$ cat src/rtl/alu_pkg.sv
// alu_pkg: opcodes, default width and multiplier FSM states shared by the ALU.
package alu_pkg;
    localparam int DEFAULT_WIDTH = 32;
    localparam logic [2:0] ALU_ADD  = 3'b000;
    localparam logic [2:0] ALU_SUB  = 3'b001;
    localparam logic [2:0] ALU_MULT = 3'b010;
    localparam logic [2:0] ALU_XOR  = 3'b011;
    localparam logic [2:0] ALU_AND  = 3'b100;
    localparam logic [2:0] ALU_OR   = 3'b101;
    localparam logic [2:0] ALU_SLT  = 3'b110;
    localparam logic [2:0] ALU_NOR  = 3'b111;
    typedef enum logic [1:0] {IDLE, BUSY, DONE} mult_state_t;
endpackage

$ cat src/rtl/seq_multiplier.sv
// seq_multiplier: shift-and-add multiplier, one load edge then W iterations; low W bits of a*b.
module seq_multiplier
    import alu_pkg::*;
#(
    parameter int W = DEFAULT_WIDTH
) (
    input  logic         clk,
    input  logic         rst,
    input  logic         start,
    input  logic [W-1:0] a,
    input  logic [W-1:0] b,
    output logic [W-1:0] product,
    output logic         done
);
    localparam int CW = $clog2(W) + 1;
    mult_state_t state, next_state;
    logic [W-1:0] mcand, mplier;
    logic [CW-1:0] count;
    always_ff @(posedge clk or negedge rst) begin
        if (!rst) state <= IDLE;
        else      state <= next_state;
    end
    // Dropping start in BUSY or DONE returns to IDLE so a fresh multiply needs start to toggle.
    always_comb begin
        next_state = IDLE;
        if (state == IDLE)      next_state = start ? BUSY : IDLE;
        else if (state == BUSY) next_state = !start ? IDLE : (count == CW'(W - 1)) ? DONE : BUSY;
        else if (state == DONE) next_state = start ? DONE : IDLE;
    end
    always_ff @(posedge clk or negedge rst) begin
        if (!rst) begin
            product <= '0;
            mcand   <= '0;
            mplier  <= '0;
            count   <= '0;
        end else if (state == IDLE && start) begin
            product <= '0;
            mcand   <= a;
            mplier  <= b;
            count   <= '0;
        end else if (state == BUSY && start) begin
            if (mplier[0]) product <= product + mcand;
            mcand  <= mcand << 1;
            mplier <= mplier >> 1;
            count  <= count + 1'b1;
        end
    end
    assign done = (state == DONE);
endmodule

$ cat src/rtl/alu_with_mult.sv
// alu_with_mult: combinational ALU ops plus a sequential multiplier selected by opcode 010.
module alu_with_mult
    import alu_pkg::*;
#(
    parameter int WIDTH = DEFAULT_WIDTH
) (
    input  logic             clk,
    input  logic             rst,
    input  logic [WIDTH-1:0] a,
    input  logic [WIDTH-1:0] b,
    input  logic [2:0]       aluop,
    output logic [WIDTH-1:0] result
);
    logic [WIDTH-1:0] product;
    logic lt;
    seq_multiplier #(.W(WIDTH)) u_mult (
        .clk(clk),
        .rst(rst),
        .start(aluop == ALU_MULT),
        .a(a),
        .b(b),
        .product(product),
        .done()
    );
    assign lt = $signed(a) < $signed(b);
    always_comb begin
        result = (aluop == ALU_ADD)  ? a + b :
                 (aluop == ALU_SUB)  ? a - b :
                 (aluop == ALU_MULT) ? product :
                 (aluop == ALU_XOR)  ? a ^ b :
                 (aluop == ALU_AND)  ? a & b :
                 (aluop == ALU_OR)   ? a | b :
                 (aluop == ALU_SLT)  ? {{(WIDTH-1){1'b0}}, lt} :
                                       ~(a | b);
    end
endmodule

$ cat config.mk
export PLATFORM = sky130hd
export DESIGN_NAME = alu_with_mult
export DESIGN_NICKNAME = d
export VERILOG_FILES = /design/src/rtl/alu_pkg.sv /design/src/rtl/seq_multiplier.sv /design/src/rtl/alu_with_mult.sv
export SDC_FILE = /design/constraint.sdc
export NUM_CORES = 1
export LEC_CHECK = 0
export BUFFER_PORTS_ARGS = -buffer_cell sky130_fd_sc_hd__buf_2
export CORE_MARGIN = 2
export CORE_UTILIZATION = 40
export DETAILED_ROUTE_END_ITERATION = 8
export PLACE_DENSITY = 0.53
export SYNTH_ARGS = -nofsm -noshare
export SYNTH_HDL_FRONTEND = slang
export SYNTH_HIERARCHICAL = 1
export SYNTH_SLANG_ARGS = --single-unit
$ cat constraint.sdc
create_clock -name clk -period 7.2 [get_ports clk]
set_clock_uncertainty 0.15 [all_clocks]
set_input_delay 1.08 -clock clk [delete_from_list [all_inputs] [get_ports clk]]
set_output_delay 1.08 -clock clk [all_outputs]
set_load 0.02 [all_outputs]
Yosys cells after proc, flatten, opt, wreduce, memory -nomap -nowiden
Cells that the tools add are included.
Storage, ports and cells
  memories: 0
  output and inout bits: 32
  logic and storage cells: 53
  register bits: 104
  bits in latches: 0
  bits in read-only memories: 0
  RAM bits: 0
  input port bits: 69
Operators by class
  equality and inequality tests: 9
  multipliers: 0
  shift-type cells: 0
  add/sub/neg operators: 4
  divide/modulo/power cells: 0
  bitwise operators: 4
  magnitude comparators: 1
  muxes and demuxes: 23
  reduce and logical (&&, ||, !) cells: 7
Operator list (count)
  2-to-1 mux 32 bit: 14
  adder 32 bit: 2
  AND 32 bit: 1
  < comparator 32 bit: 1
  inverter 32 bit: 1
  bitwise OR 32 bit: 1
  subtractor 32 bit: 1
  XOR 32 bit: 1
  2-to-1 mux 2 bit: 6
  2-to-1 mux 6 bit: 2
  equality test 3 bit (second input constant): 3
  adder 6 x 1 -> 6 bit (second input constant): 1
  equality test 3 x 2 -> 1 bit (second input constant): 2
  equality test 6 x 5 -> 1 bit (second input constant): 1
  nonzero test 2 bit: 2
  equality test 3 x 1 -> 1 bit (second input constant): 1
  logical NOT 3 bit: 1
  equality test 2 x 1 -> 1 bit (second input constant): 1
  equality test 2 bit (second input constant): 1
  logical AND 1 bit: 2
  logical NOT 2 bit: 1
  AND reduction 2 bit: 1
  2-to-1 mux 1 bit: 1

Depth between registers and ports, before layout
  depth after elaboration: 9
  depth in mapped cells: 13
  gate-level depth less buffers: 13

Cells and area by module
The synthesis kept the hierarchy.
By module, submodules not included
  seq_multiplier: times used 1, cells each 633, area an instance 6002.0 um^2
  alu_with_mult: times used 1, cells each 863, area an instance 5640.4 um^2

Worst setup path after synthesis
OpenSTA, ideal clock, no wires.
  path kind: input to output
  start: input port a[0]
  end: output port result[30]
  arrival time: 3.918 ns
  stages on the path: 13
  slack: 2.052 ns
  cells stage by stage: inv_1 -> ha_1 -> fa_1 -> o21ba_1 -> nand2b_4 -> a2111oi_4 -> o21ba_2 -> nor2_2 -> o211a_1 -> o21a_1 -> a311o_1 -> xnor2_1 -> o221ai_1
Between the ends
  cells in the longest elaborated chain, start to end: 3
Ends and longest elaborated chain
  start, declared: line alu_with_mult.sv:9  | input logic [WIDTH-1:0] a,
  subtractor 32 bit: line alu_with_mult.sv:28  | (aluop == ALU_SUB) ? a - b :
  2-to-1 mux 32 bit: line alu_with_mult.sv:28
  2-to-1 mux 32 bit (*): line alu_with_mult.sv:27  | result = (aluop == ALU_ADD) ? a + b :
  end, declared: line alu_with_mult.sv:12  | output logic [WIDTH-1:0] result
Every way passes the cells marked *; elsewhere a longest branch is shown, timed or not.

Final worst setup path
  start: input port a[12]
  end: output port result[29]
Same word-level chain as after synthesis.

==> results list <==
- The flow ran to the end, and the final reports show no timing, DRC or antenna violations.
- For this run, design rule violations remaining after detail routing come to 0.
- Routed metal-1 wirelength: between 15 and 20 mm
* Most frequent standard cell in the layout excluding fill and tap cells: sky130_fd_sc_hd__o21ai_0
* Drt first pass iters: 5
- Global routing consumed, over all layers together, 23.6% of the routing resources.
- Timing analysis after detailed placement gives a worst setup slack of 1530 ps.
- Setup TNS: 0 ps
- The worst setup path is of the input port to primary output kind.
* Hold Path Stages: 2
- Area of the mapped netlist: 0.0116 sq mm
- CTS tree: yes
- The share of the Yosys chip area taken by registers is 22.4%.
* Final routed wirelength across all metal layers: 35.8 mm
- Startpoint of the most critical hold path: u_mult/mplier[31]
- Critical register-to-register path startpoint: u_mult/product[0]
- Actual slew at the worst max-slew pin: 898 ps
* Cells after DPL: 1896
* Post-CTS resize count: 0
- Setup violations remaining at the end of the flow were counted as 0.
- Ratio of cells with drive above 1 in the final layout: 11.7%
- Setup repair after global routing missed its margin: false
- Top-level I/O count: 101
- Chip Width: around 170 um
* WP data required: 5970 ps
* Detail Route met2 WL: around 16 mm
- The top cell types in the final layout, fill and taps aside, are sky130_fd_sc_hd__o21ai_0, sky130_fd_sc_hd__nand2_1, sky130_fd_sc_hd__ha_1.
* Hold buffers post-CTS: 0
* Finished Layout Cells: between 1.5k and 2k
- Area after detailed placement: about 0.012 sq mm
- The area growth from synthesis to layout is 8.68%.
* Remaining number of nets flagged by the antenna check after routing: 0
- The max-slew violation total from the final report was 0.
- VDD sags by at most ~0.12 mV.
- HP Class: flip-flop to flip-flop
* Largest net degree at the start of global routing: 77
* Residual overflow from global routing: 0
* Insertion delay of the later-clocked pin in the worst-skew pair: 390 ps
* Post-route cell area: approximately 0.013 sq mm
* R2R depth: 12
- Top area cells in the synthesized netlist: sky130_fd_sc_hd__dfrtp_1, sky130_fd_sc_hd__ha_1, sky130_fd_sc_hd__mux2i_1
* Max FO, Critical Path: 10
* Number of warnings reported in the yosys synthesis log: 6
- Diode insertion count for antenna repair: 0
- Library cells used by synthesis: 85
* Post-route worst setup slack: 1440 ps
- Critical path endpoint category: primary output
* Die area: 0.0305 sq mm
- Post-route minimum period: approximately 5800 ps
- The clock passes through at most 2 buffers.
* Highest Clock Rate: 0.174 GHz
- Number of antenna violations at the first check in global routing: 0
- Leakage: 5.88 nW
- HPWL after DPL: between 20 and 30 mm
- The worst setup path is launched from an input port.
* #FFs+latches synth: 104
- Core occupancy in the finished layout: roughly 44%
- Vias: 11.0k
* Top sig layer: met4
* Syn Nets: 1696
* Slew margin rel.: between 40% and 50%
* Vias per std cell: 5.73
* Row Count: 62
- Most used flip-flop cell after synthesis: sky130_fd_sc_hd__dfrtp_1
* Clk sinks: 104
- The first global-routing pass estimated between 50 and 60 mm of wire.
- Portion of the clock cycle consumed by the worst path in the final layout: 80.0%
* Clock slew at reported path FFs: 70 ps
* Number of buffers added on ports: 100
* Reg area: 0.00261 sq mm
* Number of cells produced by synthesis: 1496
- The cell sitting at the root of the clock tree is a sky130_fd_sc_hd__clkbuf_16.
- Synth area leader: sky130_fd_sc_hd__dfrtp_1
* Fin. Hold Viols: 0
- Averaged over all synthesized cells, the footprint is between 7 and 8 sq um.
* Number of enable flip-flop cells after synthesis: 0
- Once the floorplan was initialized, standard cells occupied 40.6% of the core.
- The final layout contains 1723 nets.
- In this run the biggest area consumer among cell types represents between 20 and 25% of the synthesized area.
* Die height: 175 um
- Data arrival time of the critical path: 4530 ps
* CTS buffer count: 9
* Worst reg-to-reg setup slack: 3530 ps
* Number of post-CTS setup repair buffers: 0
- Ys async rst share: 100%
* Number of global-route vias before repair: ~10k
* Drt wl/cell: roughly 19 um
- The total area inside the core boundary comes to 0.0287 sq mm.
* Hold endpoint: u_mult/mplier[31]
- Dividing total power by cell area gives a power density of 159 mW/mm^2.
* Number of H-tree branching levels: 3
- Weighted congestion at the end of routability-driven global placement: 0.910
- In this run, the number of DRC markers left after iteration 0 of detailed routing was slightly below 900.
- Count of filler cells inserted in the layout: 3028
- Total met3 wirelength after detailed routing: 1.55 mm
- Across the run, the number of max-cap violations was 0.
- Reg2Reg Capture Point: u_mult/product[28]
- Area of combinational cells with multiple inputs: 0.00831 sq mm
## report_power, final
group	switching (W)	internal (W)
registers	0.0000568	0.000652
logic	0.000483	0.000291
clock network	0.000242	0.000286
## flip-flops by register name, indices dropped and copies added, names as in the netlist
signal and cells:
u_mult/mcand 32, u_mult/mplier 32, u_mult/product 32, u_mult/count 6
u_mult/state 2
## cell usage after synthesis, types with 5 or more instances
cell type                  number
sky130_fd_sc_hd__o21ai_0      157
sky130_fd_sc_hd__nand2_1      135
sky130_fd_sc_hd__ha_1         128
sky130_fd_sc_hd__a21oi_1      125
sky130_fd_sc_hd__dfrtp_1      104
sky130_fd_sc_hd__inv_1         98
sky130_fd_sc_hd__nor2_1        96
sky130_fd_sc_hd__mux2i_1       84
sky130_fd_sc_hd__clkbuf_1      73
sky130_fd_sc_hd__nand3_1       62
sky130_fd_sc_hd__xnor2_1       39
sky130_fd_sc_hd__a211oi_1      33
sky130_fd_sc_hd__nor3_1        26
sky130_fd_sc_hd__o21bai_1      25
sky130_fd_sc_hd__a21o_1        23
sky130_fd_sc_hd__nand2b_1      20
sky130_fd_sc_hd__xor2_1        16
sky130_fd_sc_hd__mux2_2        15
sky130_fd_sc_hd__nor2b_1       14
sky130_fd_sc_hd__o21a_1        14
sky130_fd_sc_hd__a221oi_1      12
sky130_fd_sc_hd__buf_1         12
sky130_fd_sc_hd__a31oi_1       11
sky130_fd_sc_hd__nand4_1       10
sky130_fd_sc_hd__o21ai_1        9
sky130_fd_sc_hd__o31ai_1        9
sky130_fd_sc_hd__buf_2          8
sky130_fd_sc_hd__nor4_1         8
sky130_fd_sc_hd__o211ai_1       7
sky130_fd_sc_hd__a22o_1         6
sky130_fd_sc_hd__a22oi_1        6
sky130_fd_sc_hd__and3_1         6
sky130_fd_sc_hd__o22ai_1        6
sky130_fd_sc_hd__or3_1          6
sky130_fd_sc_hd__or2_2          5
## stage by stage
stage | hold slack [ps] | power, W
after floorplan | 288 | 0.00126
after global placement | 304 | 0.00148
after detailed placement | 314 | 0.00149
after CTS | 331 | 0.00203
after global routing | 364 | 0.00215
final | 330 | 0.00201
## layout make-up
| cell class | instances | area share, % |
|---|---|---|
| multi-input cells | 1199 | 65.7 |
| inverters | 98 | 2.91 |
| clock buffers | 12 | 2.03 |
| clock inverters | 3 | 0.336 |
| well taps | 384 | 3.80 |
| repair buffers | 111 | 4.65 |
| flip-flops and latches | 104 | 20.6 |
## per-layer routing
| metal | vias up | GRT usage [%] |
|---|---|---|
| li1 | 5414 | - |
| met1 | 5240 | 32.7 |
| met2 | 261 | 38.1 |
| met3 | 41 | 2.87 |
| met4 | 0 | 8.02 |
| met5 | - | 0 |
## worst max-delay path, cell delays in order
cell	delay (ps)
sky130_fd_sc_hd__buf_2	120
sky130_fd_sc_hd__inv_1	50
sky130_fd_sc_hd__ha_1	460
sky130_fd_sc_hd__a21oi_1	110
sky130_fd_sc_hd__o21ai_0	470
sky130_fd_sc_hd__nor3_1	120
sky130_fd_sc_hd__a31oi_2	410
sky130_fd_sc_hd__a311oi_1	190
sky130_fd_sc_hd__o31ai_1	470
sky130_fd_sc_hd__a41o_1	260
sky130_fd_sc_hd__o311ai_1	110
sky130_fd_sc_hd__xnor2_1	140
sky130_fd_sc_hd__o21ai_0	290
sky130_fd_sc_hd__buf_2	230
## cells by family after synthesis
| kind of cell | count (synthesis) | share of synthesized area [%] |
|---|---|---|
| flops | 104 | 22.4 |
| compound gates | 505 | 27.7 |
| simple gates | 409 | 16.4 |
| xor+xnor | 55 | 4.14 |
| fa+ha+maj | 131 | 14.3 |
| mux | 99 | 8.67 |
| buf+inv | 193 | 6.41 |
## worst max path at each step
stage / start / slack, ps / to
global placement: a[14] / 1610 / result[29]
global route: a[12] / 1240 / result[29]
detailed placement: a[14] / 1530 / result[29]
finish: a[12] / 1440 / result[29]
CTS: a[14] / 1530 / result[29]
floorplan: a[0] / 2050 / result[30]
Note: power is estimated with default switching activity, not from simulation.
